### config.mk
export PLATFORM = sky130hd
export DESIGN_NAME = traffic_phase_timer
export DESIGN_NICKNAME = d
export VERILOG_FILES = /design/src/rtl/traffic_phase_timer.sv
export SDC_FILE = /design/constraint.sdc
export NUM_CORES = 1
export LEC_CHECK = 0
export CORE_UTILIZATION = 45
export DETAILED_ROUTE_END_ITERATION = 7
export PLACE_DENSITY = 0.8
export SYNTH_ARGS = -nofsm -noshare
export SYNTH_HDL_FRONTEND = slang
export SYNTH_SLANG_ARGS = --single-unit
### constraint.sdc
create_clock -name clk -period 2.4 [get_ports clk]
set_input_delay 0.36 -clock clk [delete_from_list [all_inputs] [get_ports clk]]
set_output_delay 0.36 -clock clk [all_outputs]
set_load 0.1 [all_outputs]
### src/rtl/traffic_phase_timer.sv
// Two-road intersection phase timer: NS/EW green, yellow and all-red phases
// with selectable green length, emergency shortening and a pedestrian walk flag.
module traffic_phase_timer #(
  parameter int T_DAY    = 30,
  parameter int T_NIGHT  = 15,
  parameter int T_PED    = 45,
  parameter int T_EMERG  = 5,
  parameter int T_YELLOW = 4,
  parameter int T_ALLRED = 2
) (
  input  logic       clk,
  input  logic       reset,
  input  logic       tick,
  input  logic [3:0] loadMaxTimeSelect,
  output logic [2:0] nsLight,
  output logic [2:0] ewLight,
  output logic       walk,
  output logic [5:0] timeLeft,
  output logic       phaseDone
);

  localparam logic [2:0] NS_GREEN  = 3'd0;
  localparam logic [2:0] NS_YELLOW = 3'd1;
  localparam logic [2:0] ALLRED_A  = 3'd2;
  localparam logic [2:0] EW_GREEN  = 3'd3;
  localparam logic [2:0] EW_YELLOW = 3'd4;
  localparam logic [2:0] ALLRED_B  = 3'd5;

  // Lamp encoding is one-hot {red, yellow, green}.
  localparam logic [2:0] LAMP_RED    = 3'b100;
  localparam logic [2:0] LAMP_YELLOW = 3'b010;
  localparam logic [2:0] LAMP_GREEN  = 3'b001;

  // All lengths are expected to lie in 1..63 so they fit the 6-bit counter.
  localparam logic [5:0] LEN_DAY    = 6'(T_DAY);
  localparam logic [5:0] LEN_NIGHT  = 6'(T_NIGHT);
  localparam logic [5:0] LEN_PED    = 6'(T_PED);
  localparam logic [5:0] LEN_EMERG  = 6'(T_EMERG);
  localparam logic [5:0] LEN_YELLOW = 6'(T_YELLOW);
  localparam logic [5:0] LEN_ALLRED = 6'(T_ALLRED);

  logic [2:0] stateReg, stateNext;
  logic [5:0] timeLeftReg, timeLeftNext;
  logic       walkReg, walkNext;
  logic       phaseDoneReg, phaseDoneNext;
  logic [2:0] nsLightReg, nsLightNext;
  logic [2:0] ewLightReg, ewLightNext;

  logic [5:0] greenLen;
  logic       pedSelect;
  logic       inGreen;
  logic       clampHit;
  logic       phaseEnd;

  function automatic logic [2:0] successor(input logic [2:0] s);
    case (s)
      NS_GREEN:  successor = NS_YELLOW;
      NS_YELLOW: successor = ALLRED_A;
      ALLRED_A:  successor = EW_GREEN;
      EW_GREEN:  successor = EW_YELLOW;
      EW_YELLOW: successor = ALLRED_B;
      default:   successor = NS_GREEN;
    endcase
  endfunction

  function automatic logic [2:0] nsLamp(input logic [2:0] s);
    case (s)
      NS_GREEN:  nsLamp = LAMP_GREEN;
      NS_YELLOW: nsLamp = LAMP_YELLOW;
      default:   nsLamp = LAMP_RED;
    endcase
  endfunction

  function automatic logic [2:0] ewLamp(input logic [2:0] s);
    case (s)
      EW_GREEN:  ewLamp = LAMP_GREEN;
      EW_YELLOW: ewLamp = LAMP_YELLOW;
      default:   ewLamp = LAMP_RED;
    endcase
  endfunction

  // Highest set select bit wins; an empty select falls back to day timing.
  always_comb begin
    greenLen = LEN_DAY;
    if (loadMaxTimeSelect[3])      greenLen = LEN_EMERG;
    else if (loadMaxTimeSelect[2]) greenLen = LEN_PED;
    else if (loadMaxTimeSelect[1]) greenLen = LEN_NIGHT;
    else                           greenLen = LEN_DAY;
  end

  assign pedSelect = !loadMaxTimeSelect[3] && loadMaxTimeSelect[2];
  assign inGreen   = (stateReg == NS_GREEN) || (stateReg == EW_GREEN);
  assign clampHit  = inGreen && loadMaxTimeSelect[3] && (timeLeftReg > LEN_EMERG);
  assign phaseEnd  = tick && (timeLeftReg <= 6'd1);

  always_comb begin
    stateNext     = stateReg;
    timeLeftNext  = timeLeftReg;
    walkNext      = walkReg;
    phaseDoneNext = 1'b0;
    if (phaseEnd) begin
      stateNext     = successor(stateReg);
      phaseDoneNext = 1'b1;
      walkNext      = (stateNext == EW_GREEN) && pedSelect;
      case (stateNext)
        NS_GREEN, EW_GREEN:   timeLeftNext = greenLen;
        NS_YELLOW, EW_YELLOW: timeLeftNext = LEN_YELLOW;
        default:              timeLeftNext = LEN_ALLRED;
      endcase
    end else if (clampHit) begin
      // Emergency shortening acts immediately, without waiting for a tick.
      timeLeftNext = LEN_EMERG;
      walkNext     = 1'b0;
    end else if (tick) begin
      timeLeftNext = timeLeftReg - 6'd1;
    end
  end

  // Lamps are decoded from the next state so they change on the same edge.
  always_comb begin
    nsLightNext = nsLamp(stateNext);
    ewLightNext = ewLamp(stateNext);
  end

  always_ff @(posedge clk) begin
    if (reset) begin
      stateReg     <= ALLRED_B;
      timeLeftReg  <= LEN_ALLRED;
      walkReg      <= 1'b0;
      phaseDoneReg <= 1'b0;
      nsLightReg   <= LAMP_RED;
      ewLightReg   <= LAMP_RED;
    end else begin
      stateReg     <= stateNext;
      timeLeftReg  <= timeLeftNext;
      walkReg      <= walkNext;
      phaseDoneReg <= phaseDoneNext;
      nsLightReg   <= nsLightNext;
      ewLightReg   <= ewLightNext;
    end
  end

  assign nsLight   = nsLightReg;
  assign ewLight   = ewLightReg;
  assign walk      = walkReg;
  assign timeLeft  = timeLeftReg;
  assign phaseDone = phaseDoneReg;

endmodule

# --- Yosys cells after proc, flatten, opt, wreduce, memory -nomap -nowiden ---
# Cells that the tools add are included.
# W data, S select, Z words.
word_totals:
  out_inout_bits: 14
  reg_bits: 17
  word_cells: 48
  inputBits: 7
classes:
  order_cmp: 2
  muxes: 15
  addsub: 1
  n_reduce_logical: 14
  eq_ne: 10
op_table:
  columns: ["cell", "n"]
  rows:
  - ["$mux W6", 5]
  - ["$pmux W3 S5", 1]
  - ["$eq A3 B2 Y1 const B", 4]
  - ["$pmux W3 S2", 2]
  - ["$pmux W6 S2", 1]
  - ["$eq A3 B1 Y1 const B", 3]
  - ["$eq A3 B3 Y1 const B", 3]
  - ["$logic_not A3 Y1", 3]
  - ["$gt A6 B3 Y1 const B", 1]
  - ["$le A6 B1 Y1 const B", 1]
  - ["$mux W3", 2]
  - ["$sub A6 B1 Y6 const B", 1]
  - ["$logic_and A1 B1 Y1", 5]
  - ["$mux W5", 1]
  - ["$reduce_or A2 Y1", 2]
  - ["$mux W1", 3]
  - ["$reduce_bool A3 Y1", 1]
  - ["$reduce_bool A2 Y1", 1]
  - ["$logic_not A1 Y1", 1]
  - ["$logic_or A1 B1 Y1", 1]

# --- Longest topological paths before layout ---
logic_depth:
  word_depth: 7
  ltp_mapped: 8

# --- Least setup slack after synthesis ---
# No wires, ideal clock.
synth_timing:
  path_type: "reg-to-reg"
  start: "register timeLeftReg[0] (netlist: timeLeft[0])"
  end: "register timeLeftReg[4] (netlist: timeLeft[4])"
  synth_period_minus_slack_ns: 2.901
  slack_ns: -0.501
  t_required_ns: 2.283
  n_path_buf: 0
  path_stages_with_launch: 8
  arrival_time_ns: 2.784
  path_cell_list: "dfxtp_1 inv_1 ha_1 or3b_4 a2111oi_4 nor2_1 a32o_1 a32o_1"
synth_between:
  elab_chain_cells: 4
  word_cells_on_any_way: 9
  cone_classes: "1 x add/sub; 2 x order compare; 3 x mux; 3 x reduce/logical"
synth_lines:
  columns: ["item", "line_no", "text"]
  rows:
  - ["from (decl)", "43", "logic [5:0] timeLeftReg, timeLeftNext;"]
  - ["from (signal assigned)", "135", "timeLeftReg <= timeLeftNext;"]
  - ["$sub A6 B1 Y6 or $gt A6 B3 Y1 (tied branches)", "115, 93", null]
  - ["$mux W6 or $logic_and A1 B1 Y1 (tied branches)", "114, 93", null]
  - ["$mux W6", "110", "end else if (clampHit) begin"]
  - ["$mux W6", "101", "if (phaseEnd) begin"]
# Several ways; a longest one is shown, not always the timed one. The select of a mux whose other input is x is not followed.
# A chain may end at the register's enable or synchronous reset.

# --- Worst setup path in the final report ---
# Same ends and word-level chain as after synthesis.

==> out/qor.txt <==
run status -> completed
clock sink count -> 17
max-cap viol count -> 0
worst path arrival time -> 2.40 ns
commonest cells after routing, fill and taps aside -> buf_4, dfxtp_1, nor2_1, o21ai_0, a21oi_1
num ports -> 21
Fillers -> 189
Area growth, synth to finish -> 24.3%
final net count -> 146
Pwr per Cell Area -> 630 nW/um^2
yosys warns -> 0
endpoint class of the critical path -> register
Req. time, crit path -> 2.59 ns
CTS Buf Count -> 3
Port-buffer cells -> 19
Inserted Diodes -> 0
WS Path Type -> register to register
Clk pin slew, worst setup/hold paths -> 0.09 ns
FFs w/ async S/R, synth -> 0%
setup tns final -> 0 ns
hold_ws -> 0.501 ns
synthesized area -> 972 sq um
Synth Net Count -> 123
Worst Skew -> 0.000381 ns
switching power -> 0.000306 W
number of gates resized after cts -> 0
Net Sw Frac -> 40.1%
Comb power frac -> 37.8%
CTS Root Cell -> clkbuf_4
Routability Congestion -> 0.863
Clock Path Buffers -> 2
flops & latches, synth -> 17
f_max -> 451 MHz
Tmin final -> 2.22 ns
placed insts -> 159
total congestion overflow -> 0
Internal -> 0.000456 W
clk_lat worst skew -> 0.28 ns
max-slew violations -> 0
Synth cell types -> 44
global router's overall resource usage -> 19.2%
Routed WL -> 2100 microns
FF-to-FF path depth -> 7
Flop pwr share -> 42.7%
hold_buf cts -> 0
clock share of power -> 19.5%
drt initial violations -> 26
final setup fails -> 0
H-tree depth -> 1
vias in the first global route -> 823
core box area -> 2000 sq um
ys flop type -> dfxtp_1
period utilization -> 92.3%
drt pass-1 iters -> 4
die area -> 2350 sq um
share of cells above drive strength 1 -> 25.7%
sequential share of the synthesized area -> 35.0%
Hold Path Class -> register to register
Pleak -> 0.470 nW
RSZ-0062 raised after global routing -> false
Hold Path Depth -> 2
via count -> 912
first-pass GRT wire length -> 3590 microns
routed len/inst -> 12.9 microns
largest net degree at the start of global routing -> 17
Die Span Y -> 48.5 microns
via/cell ratio -> 5.60
CP startpoint kind -> register
Hold Vio Cnt, Final -> 0
commonest non-fill, non-tap cell in the layout -> buf_4
FP Rows -> 16
Layout Cells excl Fill -> 163
initial antenna violation count -> 0
CP Max Fanout -> 7
Worst-Margin Slew -> 0.546 ns
Routed Antenna Nets -> 0
die width -> 48.5 microns
setup bufs post-CTS -> 0
maximum VDD drop -> 0.537 mV
TritonCTS clock tree -> done
# DRC -> 0
EDFF count, synth -> 0
mean post-synth cell area -> 8.53 sq um
DP HPWL -> 1590 microns
slew margin rel. -> 63.6%
Initial Utilization -> 48.6%
Mapped Cells -> 114
## power by group through the flow
| stage | registers [W] | clock network, W | logic [W] |
|---|---|---|---|
| finish | 0.000325 | 0.000149 | 0.000288 |
| global route | 0.000330 | 0.000172 | 0.000306 |
| CTS | 0.000325 | 0.000157 | 0.000288 |
| detailed placement | 0.000332 | 0 | 0.000287 |
| global placement | 0.000331 | 0 | 0.000283 |
| floorplan | 0.000436 | 0 | 0.000117 |
## area by class of cell
| cell class | count | area, sq um | area share [%] |
|---|---|---|---|
| sequential | 17 | 349 | 28.9 |
| clock buffer | 4 | 26.3 | 2.17 |
| timing repair buffer | 25 | 200 | 16.6 |
| multi-input combinational | 87 | 588 | 48.7 |
| tap | 27 | 33.8 | 2.80 |
| inverter | 3 | 11.3 | 0.932 |
## per-layer routing
metal / wire, microns / GRT usage (%) / vias to the layer above / part of all wire [%]
met5: 0 / 0 / - / 0
met4: 27 / 7.35 / 0 / 1.3
met2: 1040 / 33.8 / 26 / 49
li1: - / - / 460 / -
met3: 95 / 2.20 / 4 / 4.5
met1: 942 / 23.8 / 422 / 45
## worst max-delay path, stage by stage (launching register included)
cell and delay, ns:
dfxtp_4 0.38, inv_1 0.05, ha_1 0.26, or3b_4 0.43, a2111oi_4 0.39, nor2_1 0.13
a32o_1 0.27, a32o_1 0.19
## flip-flops by register name (all words and copies together) (netlist names)
name / flops
phaseDone: 1
nsLight: 3
walk: 1
timeLeft: 6
ewLight: 3
stateReg: 3
## synthesized netlist by cell type, types with 2 or more instances
library cell  number  area (sq um)
clkbuf_1           4          15.0
buf_2              2          10.0
a21o_1             2          15.0
o21ai_0            8          40.0
and2b_2            3          26.3
nor3_1             2          10.0
xor2_1             2          17.5
nor2_1            12          45.0
a21oi_1            7          35.0
nand2b_1           2          12.5
nand3b_1           2          15.0
inv_1              3          11.3
a32o_1             4          40.0
nand3_1            5          25.0
nor2b_1            5          31.3
dfxtp_1           17           340
ha_1               2          25.0
nand2_1            6          22.5
## path summary, 6_finish.rpt
check,from,to,slack [ns]
hold reg to reg,timeLeft[5],timeLeft[5],0.50
hold / removal,timeLeft[5],timeLeft[5],0.50
setup / recovery,timeLeft[0],timeLeft[4],0.18
setup reg to reg,timeLeft[0],timeLeft[4],0.18
## kinds of logic after synthesis
| logic type | count (synthesis) | share of synthesized area, % |
|---|---|---|
| buffers and inverters | 10 | 4.50 |
| adders and majority gates | 2 | 2.57 |
| DFF | 17 | 35.0 |
| xor gates and xnor gates | 3 | 2.70 |
| and+or+nand+nor | 50 | 30.2 |
| AOI/OAI and AO/OA | 32 | 25.0 |
## through the flow
stage	setup WS, ns	total power (W)	area (sq um)	utilization, %
CTS	0.178	0.000770	1210	60.4
global route	0.0325	0.000808	1210	60.4
finish	0.185	0.000762	1210	60.4
detailed placement	0.198	0.000619	1180	59.1
floorplan	0.0338	0.000553	981	-
global placement	0.227	0.000614	1180	59.1
Note: power is estimated with default switching activity, not from simulation.
